==> src/rtl/board_entity_map_pkg.sv <==
// Shared board geometry, entity codes and the cell address helper.
package board_entity_map_pkg;

    localparam int H_SQUARE = 16;
    localparam int V_SQUARE = 16;
    localparam int H_SHIFT  = $clog2(H_SQUARE);
    localparam int V_SHIFT  = $clog2(V_SQUARE);

    localparam logic [5:0] GRID_W = 6'd40;
    localparam logic [4:0] GRID_H = 5'd30;

    localparam logic [9:0] H_ACTIVE = 10'd640;
    localparam logic [9:0] V_ACTIVE = 10'd480;

    localparam int ADDR_W = 11;
    localparam int CELLS  = int'(GRID_W) * int'(GRID_H);
    localparam logic [ADDR_W-1:0] LAST_ADDR = ADDR_W'(CELLS - 1);

    typedef enum logic [1:0] {
        ENT_HEAD    = 2'd0,
        ENT_BODY    = 2'd1,
        ENT_APPLE   = 2'd2,
        ENT_NOTHING = 2'd3
    } ent_t;

    typedef enum logic {
        S_CLEAR = 1'b0,
        S_RUN   = 1'b1
    } state_t;

    // Row-major cell index: row*GRID_W + col.
    function automatic logic [ADDR_W-1:0] cellAddr(input logic [5:0] row, input logic [5:0] col);
        return ADDR_W'(row) * ADDR_W'(GRID_W) + ADDR_W'(col);
    endfunction

endpackage

==> src/rtl/board_entity_map_ram.sv <==
// Simple dual-port board RAM, one 2-bit entity per cell.
// Sync write; sync read with a registered, maskable output (old data on same-cell collision).
module board_entity_map_ram
    import board_entity_map_pkg::*;
(
    input  logic              iVGA_CLK,
    input  logic              reset,
    input  logic              we,
    input  logic [ADDR_W-1:0] waddr,
    input  logic [1:0]        wdata,
    input  logic [ADDR_W-1:0] raddr,
    input  logic              rdMask,
    output logic [1:0]        rdata
);

    logic [1:0] mem [CELLS];

    always_ff @(posedge iVGA_CLK) begin
        if (we) begin
            mem[waddr] <= wdata;
        end
    end

    // Masked reads never touch the array, so off-screen pixels cost nothing here.
    always_ff @(posedge iVGA_CLK or posedge reset) begin
        if (reset) begin
            rdata <= ENT_NOTHING;
        end else if (rdMask) begin
            rdata <= ENT_NOTHING;
        end else begin
            rdata <= mem[raddr];
        end
    end

endmodule

==> src/rtl/board_entity_map.sv <==
// Snake board store: game-side req/ack cell writes, VGA-side 1-cycle entity lookup.
// Clear sweep of 1200 cycles after reset or iClr; writes wait while it runs.
module board_entity_map
    import board_entity_map_pkg::*;
(
    input  logic       iVGA_CLK,
    input  logic       reset,
    input  logic [9:0] iVGA_X,
    input  logic [9:0] iVGA_Y,
    output logic [9:0] oVGA_X,
    output logic [9:0] oVGA_Y,
    output logic [1:0] oEnt,
    input  logic       iWr_req,
    input  logic [5:0] iWr_col,
    input  logic [4:0] iWr_row,
    input  logic [1:0] iWr_ent,
    output logic       oWr_ack,
    output logic       oWr_err,
    input  logic       iClr,
    output logic       oBusy
);

    state_t            state;
    logic [ADDR_W-1:0] clrAddr;

    logic              wrAccept;
    logic              wrInRange;
    logic              ramWe;
    logic [ADDR_W-1:0] ramWaddr;
    logic [1:0]        ramWdata;

    logic [5:0]        vgaCol;
    logic [5:0]        vgaRow;
    logic              rdMask;
    logic [ADDR_W-1:0] rdAddr;

    // The ack register doubles as the rate limiter: no acceptance during an ack cycle.
    assign wrAccept  = (state == S_RUN) & iWr_req & ~oWr_ack & ~iClr;
    assign wrInRange = (iWr_col < GRID_W) & (iWr_row < GRID_H);

    always_comb begin
        ramWe    = 1'b0;
        ramWaddr = '0;
        ramWdata = ENT_NOTHING;
        if (state == S_CLEAR) begin
            ramWe    = 1'b1;
            ramWaddr = clrAddr;
        end else if (wrAccept && wrInRange) begin
            ramWe    = 1'b1;
            ramWaddr = cellAddr({1'b0, iWr_row}, iWr_col);
            ramWdata = iWr_ent;
        end
    end

    always_ff @(posedge iVGA_CLK or posedge reset) begin
        if (reset) begin
            state   <= S_CLEAR;
            clrAddr <= '0;
            oBusy   <= 1'b1;
            oWr_ack <= 1'b0;
            oWr_err <= 1'b0;
        end else begin
            oWr_ack <= wrAccept;
            oWr_err <= wrAccept & ~wrInRange;
            case (state)
                S_CLEAR: begin
                    if (iClr) begin
                        clrAddr <= '0;
                    end else if (clrAddr == LAST_ADDR) begin
                        state   <= S_RUN;
                        oBusy   <= 1'b0;
                        clrAddr <= '0;
                    end else begin
                        clrAddr <= clrAddr + 1'b1;
                    end
                end
                S_RUN: begin
                    if (iClr) begin
                        state   <= S_CLEAR;
                        clrAddr <= '0;
                        oBusy   <= 1'b1;
                    end
                end
                default: begin
                    state <= S_CLEAR;
                    oBusy <= 1'b1;
                end
            endcase
        end
    end

    assign vgaCol = 6'(iVGA_X >> H_SHIFT);
    assign vgaRow = 6'(iVGA_Y >> V_SHIFT);
    assign rdMask = (iVGA_X >= H_ACTIVE) | (iVGA_Y >= V_ACTIVE) | oBusy;
    assign rdAddr = ((iVGA_X >= H_ACTIVE) | (iVGA_Y >= V_ACTIVE)) ? '0 : cellAddr(vgaRow, vgaCol);

    // Coordinates registered on the same edge as the RAM read so they stay aligned with oEnt.
    always_ff @(posedge iVGA_CLK or posedge reset) begin
        if (reset) begin
            oVGA_X <= '0;
            oVGA_Y <= '0;
        end else begin
            oVGA_X <= iVGA_X;
            oVGA_Y <= iVGA_Y;
        end
    end

    board_entity_map_ram uBoardRam (
        .iVGA_CLK (iVGA_CLK),
        .reset    (reset),
        .we       (ramWe),
        .waddr    (ramWaddr),
        .wdata    (ramWdata),
        .raddr    (rdAddr),
        .rdMask   (rdMask),
        .rdata    (oEnt)
    );

endmodule

==> config.mk <==
export PLATFORM = sky130hd
export DESIGN_NAME = board_entity_map
export DESIGN_NICKNAME = d
export VERILOG_FILES = /design/src/rtl/board_entity_map_pkg.sv /design/src/rtl/board_entity_map_ram.sv /design/src/rtl/board_entity_map.sv
export SDC_FILE = /design/constraint.sdc
export NUM_CORES = 2
export LEC_CHECK = 0
export CORE_UTILIZATION = 45
export CTS_BUF_LIST = sky130_fd_sc_hd__clkbuf_4 sky130_fd_sc_hd__clkbuf_8
export CTS_CLUSTER_SIZE = 12
export DETAILED_ROUTE_END_ITERATION = 16
export PLACE_DENSITY_LB_ADDON = 0.1
export SLEW_MARGIN = 20
export SYNTH_ARGS = -nofsm -noshare
export SYNTH_HDL_FRONTEND = slang
export SYNTH_SLANG_ARGS = --single-unit
==> constraint.sdc <==
create_clock -name iVGA_CLK -period 40.7 [get_ports iVGA_CLK]
set_input_delay 8.14 -clock iVGA_CLK [delete_from_list [all_inputs] [get_ports iVGA_CLK]]
set_output_delay 8.14 -clock iVGA_CLK [all_outputs]
set_load 0.02 [all_outputs]
==> qor.txt <==
SYNTH
-------------------------------------------------------------------------
Distinct cells, synth ......................................           91
Post-synth EDFFs ...........................................         2400
Share of the synthesized area in the top cell type .........        70.2%
Total of warnings raised by yosys ..........................            0
Synth top area cells ....................................... edfxtp_1 70%, nor2_1 5.4%, mux2i_1 4.8%, o21ai_0 1.9%, a21oi_1 1.4%
Syn Std Cell Area ..........................................   103000 um2
Synthesized area per cell ..................................     13.7 um2
Most area-hungry cell type in the Yosys netlist ............     edfxtp_1
Main flop type after synthesis .............................     edfxtp_1
Synth async-reset ratio ....................................        1.52%
Nets in the synthesized netlist ............................         7578
Sequential element share of the synthesized area ...........        71.1%
Instance count of the mapped netlist .......................         7516
Number of register bits inferred by synthesis ..............         2437

SETUP PATH
-------------------------------------------------------------------------
Data arrival time of the worst path ........................     14.90 ns
Crit Path Class ............................................ input pin to flip-flop
Worst reg-to-reg setup slack ...............................     35.73 ns
Largest fanout on the critical path ........................           95
Worst path required time ...................................     41.73 ns
Worst setup EP type ........................................    flip-flop
Critical Path Source Type ..................................    input pin
Delay of the slowest critical-path stage ...................      0.78 ns
Cell mode on critical path .................................        buf_4
Source of the critical timing path .........................    iVGA_X[4]
Startpoint of the worst register-to-register path ..........        state
Critical path's slowest cell ...............................       nor3_1
R2r endpoint ............................................... uBoardRam.mem[909][1]
Worst setup path endpoint .................................. uBoardRam.rdata[0]
Worst path cell trace ...................................... buf_8 -> buf_4 -> buf_12 -> nand3_4 -> buf_4 -> buf_4 -> buf_4 -> nor3_1 -> a221oi_1 -> a32oi_1 -> a21oi_1 -> a311oi_1 -> a221oi_1 -> nor4_2 -> a311o_1
Logic depth of the worst register-to-register path .........            7

STA
-------------------------------------------------------------------------
Final worst-path cycle share ...............................        34.1%
Setup Skew .................................................    0.0793 ns
Total Neg Setup Slack ......................................         0 ns
Final-report setup violation count .........................            0
Final Hold Violating Endpoints .............................            0
Slew @ Worst Pin ...........................................      1.29 ns
Achievable frequency .......................................   0.0721 GHz
Setup repair after global routing missed its margin ........           no
Worst slew slack as a fraction of its limit ................        13.8%
Final Max Slew Viols .......................................            0
Time the final worst path needs with I/O delays and setup ..     13.87 ns

CTS
-------------------------------------------------------------------------
Total of cells resized after clock tree synthesis ..........            0
Clock insertion delay at the later pin of the skew report ..      1.13 ns
TritonCTS buffer count .....................................          422
Max H-tree Level ...........................................            5
Number of clock sinks ......................................         2437
Number of buffers inserted by hold repair at cts ...........            0
Maximum buffer depth of the clock tree .....................            4
CTS Root Buffer Type .......................................     clkbuf_8
Buffers inserted during post-CTS setup optimization ........            0
Clk slew on worst S/H paths ................................      0.06 ns
TritonCTS clock tree .......................................          yes

FLOORPLANNING
-------------------------------------------------------------------------
Core Box Area ..............................................   226000 um2
Standard-cell row count ....................................          174
Number of top-level pins ...................................           62
Initial core utilization ...................................        45.5%
Chip Width .................................................       480 um
Height of the chip .........................................       480 um
Area of the die ............................................   230000 um2

ROUTING
-------------------------------------------------------------------------
Via/cell ratio .............................................         6.54
First-pass iteration count of the detailed router ..........            6
Violation count after the first detailed-routing iteration .        10300
Antenna violation net count after detailed routing .........            0
Via count of the routed design .............................        71400
DRC Markers ................................................            0
WL/cell ....................................................      36.1 um
Routed Wire Length .........................................    395000 um

LAYOUT
-------------------------------------------------------------------------
Layout cells sized above 1 .................................        13.8%
Layout-stage area growth over the synthesis result .........        11.5%
Nets@finish ................................................         7663

GLOBAL ROUTING
-------------------------------------------------------------------------
Total gr overflow ..........................................            0
Global-route total usage across every layer ................        33.8%
First-pass GRT wire length .................................    543000 um
Pin count of the biggest net entering global routing .......          218
Initial antenna violation count ............................           33
Vias in the first global route .............................        69300

POWER
-------------------------------------------------------------------------
Total power of the final layout ............................    0.00524 W
Pwr per Cell Area ..........................................  45.8 nW/um2
Leakage dissipation ........................................      41.9 nW
Maximum VDD drop ...........................................    0.0379 mV

FLOW RUN
-------------------------------------------------------------------------
Max-cap check violation count ..............................            0

WORST HOLD PATH
-------------------------------------------------------------------------
Hold Crit Class ............................................ flip-flop to flip-flop

STATUS
-------------------------------------------------------------------------
Result of the run .......................................... finished clean

PLACEMENT
-------------------------------------------------------------------------
Port Buffer Count ..........................................           61
Routability-driven placement congestion ratio ..............        0.876
Placed wire-length estimate ................................    217000 um

[placed cells by master, fill, tap and decap left out, types with 24 or more instances in the layout]
master           count
clkbuf_8           430
nor3_1              92
a22oi_1             29
inv_1               25
o21ai_0            393
clkdlybuf4s50_1     58
or3_1               24
a21oi_1            297
o2111ai_1           26
a31oi_1             36
dfrtp_1             34
a211oi_1            95
mux2i_1            492
o221ai_1           123
mux4_2              35
nand3_1            104
o22ai_1            214
clkbuf_4           136
buf_4              215
clkinv_2            46
nand2_1            313
o211ai_1            69
clkinv_1           121
a221oi_1            34
nor2_1            1475
mux2_2              85
nand2_4             31
edfxtp_1          2400
[stage by stage]
stage | instances | worst slack, ns | hold WS [ns] | cell area (um2) | util (%)
floorplan | 7516 | 13.22 | 0.472 | 103000 | -
global placement | 10200 | 25.56 | 0.460 | 106000 | 47.2
detailed placement | 10200 | 26.00 | 0.459 | 106000 | 47.2
CTS | 10900 | 27.18 | 0.482 | 114000 | 50.7
global route | 10900 | 26.90 | 0.502 | 114000 | 50.7
finish | 10900 | 26.83 | 0.475 | 114000 | 50.7
[cell type report]
type / instances / area, um2
clock buffers: 566 / 6940
well taps: 2992 / 3740
inverters: 30 / 125
diodes: 8 / 20.0
fillers: 19500 / 111000
repair buffers: 297 / 2660
multi-input cells: 4413 / 27000
clock inverters: 180 / 955
flip-flops and latches: 2437 / 73000
[how the worst min path moves through the flow]
stage	cells after the start	slack (ns)	from	end
2_1_floorplan	2	0.47	clrAddr[7]	clrAddr[7]
3_3_place_gp	1	0.46	oWr_ack	oWr_ack
3_5_place_dp	1	0.46	oWr_ack	oWr_ack
4_1_cts	1	0.48	oWr_ack	oWr_ack
5_1_grt	1	0.50	oWr_ack	oWr_ack
6_report	1	0.47	oWr_ack	oWr_ack
[sequential cells by signal, indices dropped and copies added (netlist names)]
register and count:
clrAddr 11, oBusy 1, oVGA_X 10, oWr_err 1, oVGA_Y 10, state 1
uBoardRam.rdata 2, oWr_ack 1, uBoardRam.mem 2400
[report_power, final]
| part | internal (W) | switching, W | total (W) |
|---|---|---|---|
| logic | 0.0000893 | 0.000276 | 0.000366 |
| clock network | 0.00114 | 0.00102 | 0.00216 |
| registers | 0.00272 | 0.00000224 | 0.00272 |
| total | 0.00395 | 0.00129 | 0.00524 |
[Yosys cell counts, types with 9 or more instances]
library cell and n:
nand2b_1 19, buf_1 63, o22a_1 23, nand2_1 351
nor2b_1 17, nand4_1 23, dfrtp_1 34, a211o_1 10
nor3_1 97, buf_4 69, a221o_1 9, a31oi_1 36
a2111oi_0 10, and3_1 19, mux2_2 85, o32ai_1 21
a21oi_1 297, o211ai_1 69, o221ai_1 123, ha_1 21
buf_6 21, a311oi_1 15, nand3_1 111, o2bb2ai_1 18
edfxtp_1 2400, a211oi_1 95, mux4_2 35, clkbuf_1 257
o31ai_1 21, nor2_1 1480, a221oi_1 34, o21ai_0 394
a22oi_1 29, o311ai_0 10, mux2i_1 492, or3_1 25
a32oi_1 13, xnor2_1 9, o2111ai_1 26, o22ai_1 214
buf_2 226, inv_1 28, o21a_1 9, nor4_1 14
[metal layers]
| layer | up-vias | global-route usage, % | wire length (um) |
|---|---|---|---|
| met5 | - | 0 | 100 |
| met2 | 4873 | 51.9 | 179000 |
| met4 | 14 | 14.9 | 19000 |
| li1 | 28900 | - | - |
| met1 | 36800 | 46.4 | 153000 |
| met3 | 885 | 7.03 | 43500 |
[cell families after synthesis]
logic type | count (synthesis) | share of synthesized area (%)
xor+xnor | 16 | 0.137
simple gates | 2210 | 8.93
buf+inv | 666 | 3.12
fa+ha+maj | 25 | 0.334
compound gates | 1550 | 9.87
flops | 2437 | 71.1
mux | 612 | 6.50
[critical path, delay by kind of cell]
kind	cells	cell delay [ns]
buffers and inverters	6	2.73
and+or+nand+nor	3	1.95
AOI/OAI and AO/OA	6	1.71
No activity file was read; power rests on OpenSTA's default activity.
